**src/rtl/axis_arb_pkg.sv**
```systemverilog
// Shared types and helpers for the packet-granular AXI stream arbiter.
package axis_arb_pkg;

    typedef enum logic {
        S_IDLE  = 1'b0,
        S_GRANT = 1'b1
    } arb_state_e;

    localparam int CNT_W  = 32;
    localparam int MAX_IN = 4;
    localparam int IDX_W  = 2;

    // Round-robin pick: first set bit of valid searching from last+1 upward,
    // wrapping at n. Returns a one-hot vector, or zero when nothing is valid.
    function automatic logic [MAX_IN-1:0] rr_pick(input logic [MAX_IN-1:0] valid,
                                                  input logic [IDX_W-1:0]  last,
                                                  input int unsigned       n);
        logic [MAX_IN-1:0] res;
        logic              found;
        int unsigned       idx;
        res   = '0;
        found = 1'b0;
        for (int unsigned k = 1; k <= MAX_IN; k++) begin
            if (k <= n) begin
                idx = (32'(last) + k) % n;
                if (!found && valid[idx[IDX_W-1:0]]) begin
                    res[idx[IDX_W-1:0]] = 1'b1;
                    found               = 1'b1;
                end
            end
        end
        return res;
    endfunction

endpackage

```
**src/rtl/axis_out_stage.sv**
```systemverilog
// Two-entry register FIFO between the arbiter mux and the downstream MAC.
// Accepts a new beat whenever not full; one cycle from push to m_valid.
module axis_out_stage
    import axis_arb_pkg::*;
#(
    parameter int DW = 512,
    parameter int KW = 64,
    parameter int UW = 1
) (
    input  logic          clk,
    input  logic          resetn,
    input  logic          s_valid,
    output logic          s_ready,
    input  logic [DW-1:0] s_data,
    input  logic [KW-1:0] s_keep,
    input  logic [UW-1:0] s_user,
    input  logic          s_last,
    output logic          m_valid,
    input  logic          m_ready,
    output logic [DW-1:0] m_data,
    output logic [KW-1:0] m_keep,
    output logic [UW-1:0] m_user,
    output logic          m_last
);

    localparam int WW = DW + KW + UW + 1;

    logic [WW-1:0] mem_q [2];
    logic          wr_q;
    logic          rd_q;
    logic [1:0]    cnt_q, cnt_d;
    logic          push, pop;

    assign s_ready = (cnt_q != 2'd2);
    assign m_valid = (cnt_q != 2'd0);
    assign push    = s_valid & s_ready;
    assign pop     = m_valid & m_ready;

    assign {m_data, m_keep, m_user, m_last} = mem_q[rd_q];

    // Occupancy update; push and pop together leave it unchanged.
    always_comb begin
        cnt_d = cnt_q;
        case ({push, pop})
            2'b10:   cnt_d = cnt_q + 2'd1;
            2'b01:   cnt_d = cnt_q - 2'd1;
            default: cnt_d = cnt_q;
        endcase
    end

    // Pointers and count; reset discards anything in flight.
    always_ff @(posedge clk) begin
        if (!resetn) begin
            wr_q  <= 1'b0;
            rd_q  <= 1'b0;
            cnt_q <= 2'd0;
        end else begin
            if (push) wr_q <= ~wr_q;
            if (pop)  rd_q <= ~rd_q;
            cnt_q <= cnt_d;
        end
    end

    // Beat storage needs no reset: it is qualified by the count.
    always_ff @(posedge clk) begin
        if (push) mem_q[wr_q] <= {s_data, s_keep, s_user, s_last};
    end

endmodule

```
**src/rtl/axis_pkt_arbiter.sv**
```systemverilog
// Packet-granular round-robin arbiter sharing one AXI stream (MAC TX path)
// between NUM_IN sources. A grant is held from first beat to tlast.
// Optional per-input packet counters: define AXIS_ARB_PKT_COUNT_EN.
//
// state   | meaning
// S_IDLE  | no owner; one cycle to pick the next input (if enable)
// S_GRANT | grant owns the output until its tlast beat is accepted
module axis_pkt_arbiter
    import axis_arb_pkg::*;
#(
    parameter int NUM_IN = 2,
    parameter int DW     = 512,
    parameter int KW     = 64,
    parameter int UW     = 1
) (
    input  logic                    clk,
    input  logic                    resetn,
    input  logic                    enable,
    input  logic [NUM_IN*DW-1:0]    in_tdata,
    input  logic [NUM_IN*KW-1:0]    in_tkeep,
    input  logic [NUM_IN*UW-1:0]    in_tuser,
    input  logic [NUM_IN-1:0]       in_tlast,
    input  logic [NUM_IN-1:0]       in_tvalid,
    output logic [NUM_IN-1:0]       in_tready,
    output logic [DW-1:0]           axis_out_tdata,
    output logic [KW-1:0]           axis_out_tkeep,
    output logic [UW-1:0]           axis_out_tuser,
    output logic                    axis_out_tlast,
    output logic                    axis_out_tvalid,
    input  logic                    axis_out_tready,
    output logic [NUM_IN-1:0]       grant,
    output logic                    busy,
    output logic [NUM_IN*CNT_W-1:0] pkt_count
);

    arb_state_e        state_q, state_d;
    logic [NUM_IN-1:0] grant_q, grant_d;
    logic [IDX_W-1:0]  last_q, last_d;
    logic [MAX_IN-1:0] valid_pad;
    logic [MAX_IN-1:0] pick;
    logic              unused_pick;
    logic [IDX_W-1:0]  gidx;
    logic              sel_valid, sel_last;
    logic [DW-1:0]     sel_data;
    logic [KW-1:0]     sel_keep;
    logic [UW-1:0]     sel_user;
    logic              stage_valid, stage_in_ready;
    logic              beat_acc;

    // Round-robin candidate from the current valids, starting after last owner.
    always_comb begin
        valid_pad              = '0;
        valid_pad[NUM_IN-1:0]  = in_tvalid;
        pick                   = rr_pick(valid_pad, last_q, NUM_IN);
    end

    assign unused_pick = ^pick;

    // Mux the granted input onto the stage input.
    always_comb begin
        gidx      = '0;
        sel_valid = 1'b0;
        sel_last  = 1'b0;
        sel_data  = '0;
        sel_keep  = '0;
        sel_user  = '0;
        for (int i = 0; i < NUM_IN; i++) begin
            if (grant_q[i]) begin
                gidx      = IDX_W'(i);
                sel_valid = in_tvalid[i];
                sel_last  = in_tlast[i];
                sel_data  = in_tdata[i*DW +: DW];
                sel_keep  = in_tkeep[i*KW +: KW];
                sel_user  = in_tuser[i*UW +: UW];
            end
        end
    end

    // Next-state, grant and handshake logic.
    always_comb begin
        state_d     = state_q;
        grant_d     = grant_q;
        last_d      = last_q;
        in_tready   = '0;
        stage_valid = 1'b0;
        case (state_q)
            S_IDLE: begin
                if (enable && (|in_tvalid)) begin
                    grant_d = pick[NUM_IN-1:0];
                    state_d = S_GRANT;
                end
            end
            S_GRANT: begin
                in_tready   = grant_q & {NUM_IN{stage_in_ready}};
                stage_valid = sel_valid;
                if (sel_valid && stage_in_ready && sel_last) begin
                    last_d  = gidx;
                    grant_d = '0;
                    state_d = S_IDLE;
                end
            end
            default: state_d = S_IDLE;
        endcase
    end

    // State register; after reset input 0 is first in line.
    always_ff @(posedge clk) begin
        if (!resetn) begin
            state_q <= S_IDLE;
            grant_q <= '0;
            last_q  <= IDX_W'(NUM_IN - 1);
        end else begin
            state_q <= state_d;
            grant_q <= grant_d;
            last_q  <= last_d;
        end
    end

    assign beat_acc = stage_valid & stage_in_ready;

    axis_out_stage #(
        .DW (DW),
        .KW (KW),
        .UW (UW)
    ) u_out_stage (
        .clk     (clk),
        .resetn  (resetn),
        .s_valid (stage_valid),
        .s_ready (stage_in_ready),
        .s_data  (sel_data),
        .s_keep  (sel_keep),
        .s_user  (sel_user),
        .s_last  (sel_last),
        .m_valid (axis_out_tvalid),
        .m_ready (axis_out_tready),
        .m_data  (axis_out_tdata),
        .m_keep  (axis_out_tkeep),
        .m_user  (axis_out_tuser),
        .m_last  (axis_out_tlast)
    );

    assign grant = grant_q;
    assign busy  = (state_q == S_GRANT) | axis_out_tvalid;

`ifdef AXIS_ARB_PKT_COUNT_EN
    logic [CNT_W-1:0] cnt_q [NUM_IN];

    // Count packets whose tlast beat was accepted; wraps naturally.
    always_ff @(posedge clk) begin
        for (int i = 0; i < NUM_IN; i++) begin
            if (!resetn)
                cnt_q[i] <= '0;
            else if (beat_acc && sel_last && grant_q[i])
                cnt_q[i] <= cnt_q[i] + CNT_W'(1);
        end
    end

    // Flatten counters onto the output bus.
    always_comb begin
        pkt_count = '0;
        for (int i = 0; i < NUM_IN; i++)
            pkt_count[i*CNT_W +: CNT_W] = cnt_q[i];
    end
`else
    assign pkt_count = '0;
`endif

endmodule

```
**config.mk**
```make
export PLATFORM = sky130hd
export DESIGN_NAME = axis_pkt_arbiter
export DESIGN_NICKNAME = d
export VERILOG_FILES = /design/src/rtl/axis_arb_pkg.sv /design/src/rtl/axis_out_stage.sv /design/src/rtl/axis_pkt_arbiter.sv
export SDC_FILE = /design/constraint.sdc
export NUM_CORES = 1
export LEC_CHECK = 0
export ABC_AREA = 1
export CORE_AREA = 5 5 699 701
export CTS_BUF_LIST = sky130_fd_sc_hd__clkbuf_8
export CTS_CLUSTER_DIAMETER = 40
export DETAILED_ROUTE_END_ITERATION = 6
export DIE_AREA = 0 0 704 706
export DONT_BUFFER_PORTS = 1
export PLACE_DENSITY = 0.34
export SYNTH_ARGS = -nofsm -noshare
export SYNTH_HDL_FRONTEND = slang
export SYNTH_SLANG_ARGS = --single-unit
```
**constraint.sdc**
```tcl
create_clock -name clk -period 26.2 [get_ports clk]
set_input_delay 1.31 -clock clk [delete_from_list [all_inputs] [get_ports clk]]
set_output_delay 1.31 -clock clk [all_outputs]
set_load 0.005 [all_outputs]
```
==> results.tsv <==
metric	value	unit
row_count	255	
crit_type	reg2out	
fp.coreArea	0.4811	sq mm
area_delta_synth_final	23.16	%
drt-vias-per-instance	3.157	
crit_buf_inv	2	
ys_warn_count	0	
grt_pass1_wl	379.2	mm
hpwl	251.9	mm
ir_drop	0.06358	mV
hold_path.startpoint	resetn	
fin_crit	5.830	ns
drive_above_1_share	0.1435	
grt_usage	0.1172	
finalHoldViolCount	0	
synthCells	3854	
maxCapViolations	0	
startpoint_type	flop	
cts_tree	yes	
yosysUniqueCellTypes	25	
yosys.area.top_type	edfxtp_1	
status	completed	
crit_family	buffers and inverters	
port_buffers	0	
initial_core_util	0.1068	
clockRootBuffer	clkbuf_8	
critPathArrivalTime	4.52	ns
post_cts_buffers	0	
max_slew_margin	0.1628	
cts_hold_buf	0	
mappedNetlistArea	0.05140	sq mm
fin_setup_tns	0	ns
drtIter0Drc	2595	
max_stage_delay	0.95	ns
power.total	4702	uW
synth.top_cell.area_share	0.6753	
r2r-start	grant[0]$_SDFFE_PN0P_	
gp_congestion	0.9322	
cts_sinks	1165	
grt_overflow	0	
tightestPinTransition	1.256	ns
path_max_fanout	71	
ctsResizeCount	0	
cp_data_required_time	24.89	ns
grt_max_degree	187	
ys_seq_elements	1165	
via_count	33399	
clockBufferDepth	4	
cts_buffers	262	
antenna_found_initial	211	
finClkSkew	0.08659	ns
avgSynthCellArea	13.34	sq um
fin_crit_sh	0.2225	
drc	0	
routed_wl	307.4	mm
dieArea	0.4970	sq mm
fp.dieH	706	um
wl_per_cell	29.06	um
grt_pass1_vias	33878	
cts.clk_slew.worst_paths	0.04	ns
die_w	704	um
htree_num_levels	5	
synth_area_leaders	edfxtp_1 68%, mux2_1 8.8%, nand2_1 8.5%	
cp_common_cell	buf_4	
ant_nets	0	
firstDrtPassIters	6	
nNetsFinal	5072	
setup_violations	0	
path_cells	buf_4 > buf_4 > mux2_1	
rsz0062_at_grt	false	
leakage	0.02185	uW
yosysSeqAreaShare	0.6788	
fmax	171.5	MHz
critPathCaptureType	output pin	
ios	1810	
drv_slew	0	
powerDensity	74.27	mW/mm^2
clkLatencyLatePin	1.00	ns
cpMaxStageDelayCell	buf_4	
min_path_type	in2reg	
cell families after synthesis:
family,count (synthesis),synth area share
fa+ha+maj,1,0.0002434
compound gates,14,0.001558
simple gates,1763,0.1430
buf+inv,332,0.04240
mux,578,0.1339
other cells,1,0.00007295
flops,1165,0.6788
layout by cell type (no fill, tap or decap), types with 20 or more instances in the layout:
master | synthesis | layout
diode_2 | 0 | 56
mux2_2 | 78 | 78
clkbuf_8 | 0 | 267
mux2_1 | 400 | 400
conb_1 | 1 | 64
nand2_1 | 1170 | 1170
nand3_1 | 581 | 581
buf_4 | 71 | 42
clkinv_2 | 0 | 28
mux2_4 | 100 | 100
inv_1 | 11 | 65
edfxtp_1 | 1156 | 1156
bufinv_16 | 0 | 20
clkinv_1 | 0 | 43
cells in the mapped netlist:
master and n:
buf_2 173, o211ai_1 3, o21ai_0 4, buf_6 45, buf_1 8, nor3_1 2, ha_1 1, clkbuf_1 13
a21oi_1 5, buf_4 71, o21a_1 1, edfxtp_1 1156, conb_1 1, inv_2 1, mux2_4 100, dfxtp_1 9
inv_1 11, nand3_1 581, mux2_1 400, o21ai_1 1, and2_1 1, nor2_1 9, nand2_1 1170, mux2_2 78
buf_8 10
layout make-up:
class | count | area (sq um)
Antenna cell | 56 | 140.1
Clock buffer | 267 | 3675
Clock inverter | 185 | 1469
Fill cell | 54249 | 417800
Inverter | 12 | 60.06
Multi-Input combinational cell | 2420 | 14580
Sequential cell | 1165 | 34900
Tap cell | 6425 | 8039
Timing Repair Buffer | 48 | 435.4
worst paths after layout:
check                                                      endpoint  slack (ns)  cells after the start
worst max-delay path                            axis_out_tdata[238]       20.37                      3
worst max register to register  u_out_stage.mem_q[1][388]$_DFFE_PP_       20.85                      8
worst min-delay path                          grant[0]$_SDFFE_PN0P_        0.44                      2
worst min register to register        u_out_stage.rd_q$_SDFFE_PN0P_        0.45                      1
state kept, by name, indices dropped and copies added (netlist names), named ones only:
signal,count
u_out_stage.rd_q,1
last_q,1
grant,2
u_out_stage.mem_q,1156
u_out_stage.cnt_q,2
u_out_stage.wr_q,1
state_q,1
per-stage QoR:
step                cell area (sq um)  utilization  instances  setup slack, ns  hold WS (ns)
finish                          63310       0.1316      10578            20.37        0.4400
global route                    63220       0.1314      10542            19.96        0.2890
CTS                             63170       0.1313      10522            19.94        0.1983
detailed placement              58020       0.1206      10070            20.13        0.4421
global placement                58020       0.1206      10070            19.97        0.4413
floorplan                       51640            -       3917            8.911        0.4255
where the power goes:
part           total [uW]  switching [uW]  internal (uW)
Clock                2070             912           1150
Sequential           2130            15.0           2120
Combinational         506             385            121
Total                4700            1310           3390
metal layers:
metal | global-route usage | wire length [um] | vias to the layer above
met5 | 0 | 395 | -
met2 | 0.2049 | 152000 | 2101
met1 | 0.1261 | 112300 | 16677
met4 | 0.03787 | 11100 | 60
met3 | 0.05192 | 31660 | 634
li1 | - | - | 13927
Power figures use the tool's default switching activity.
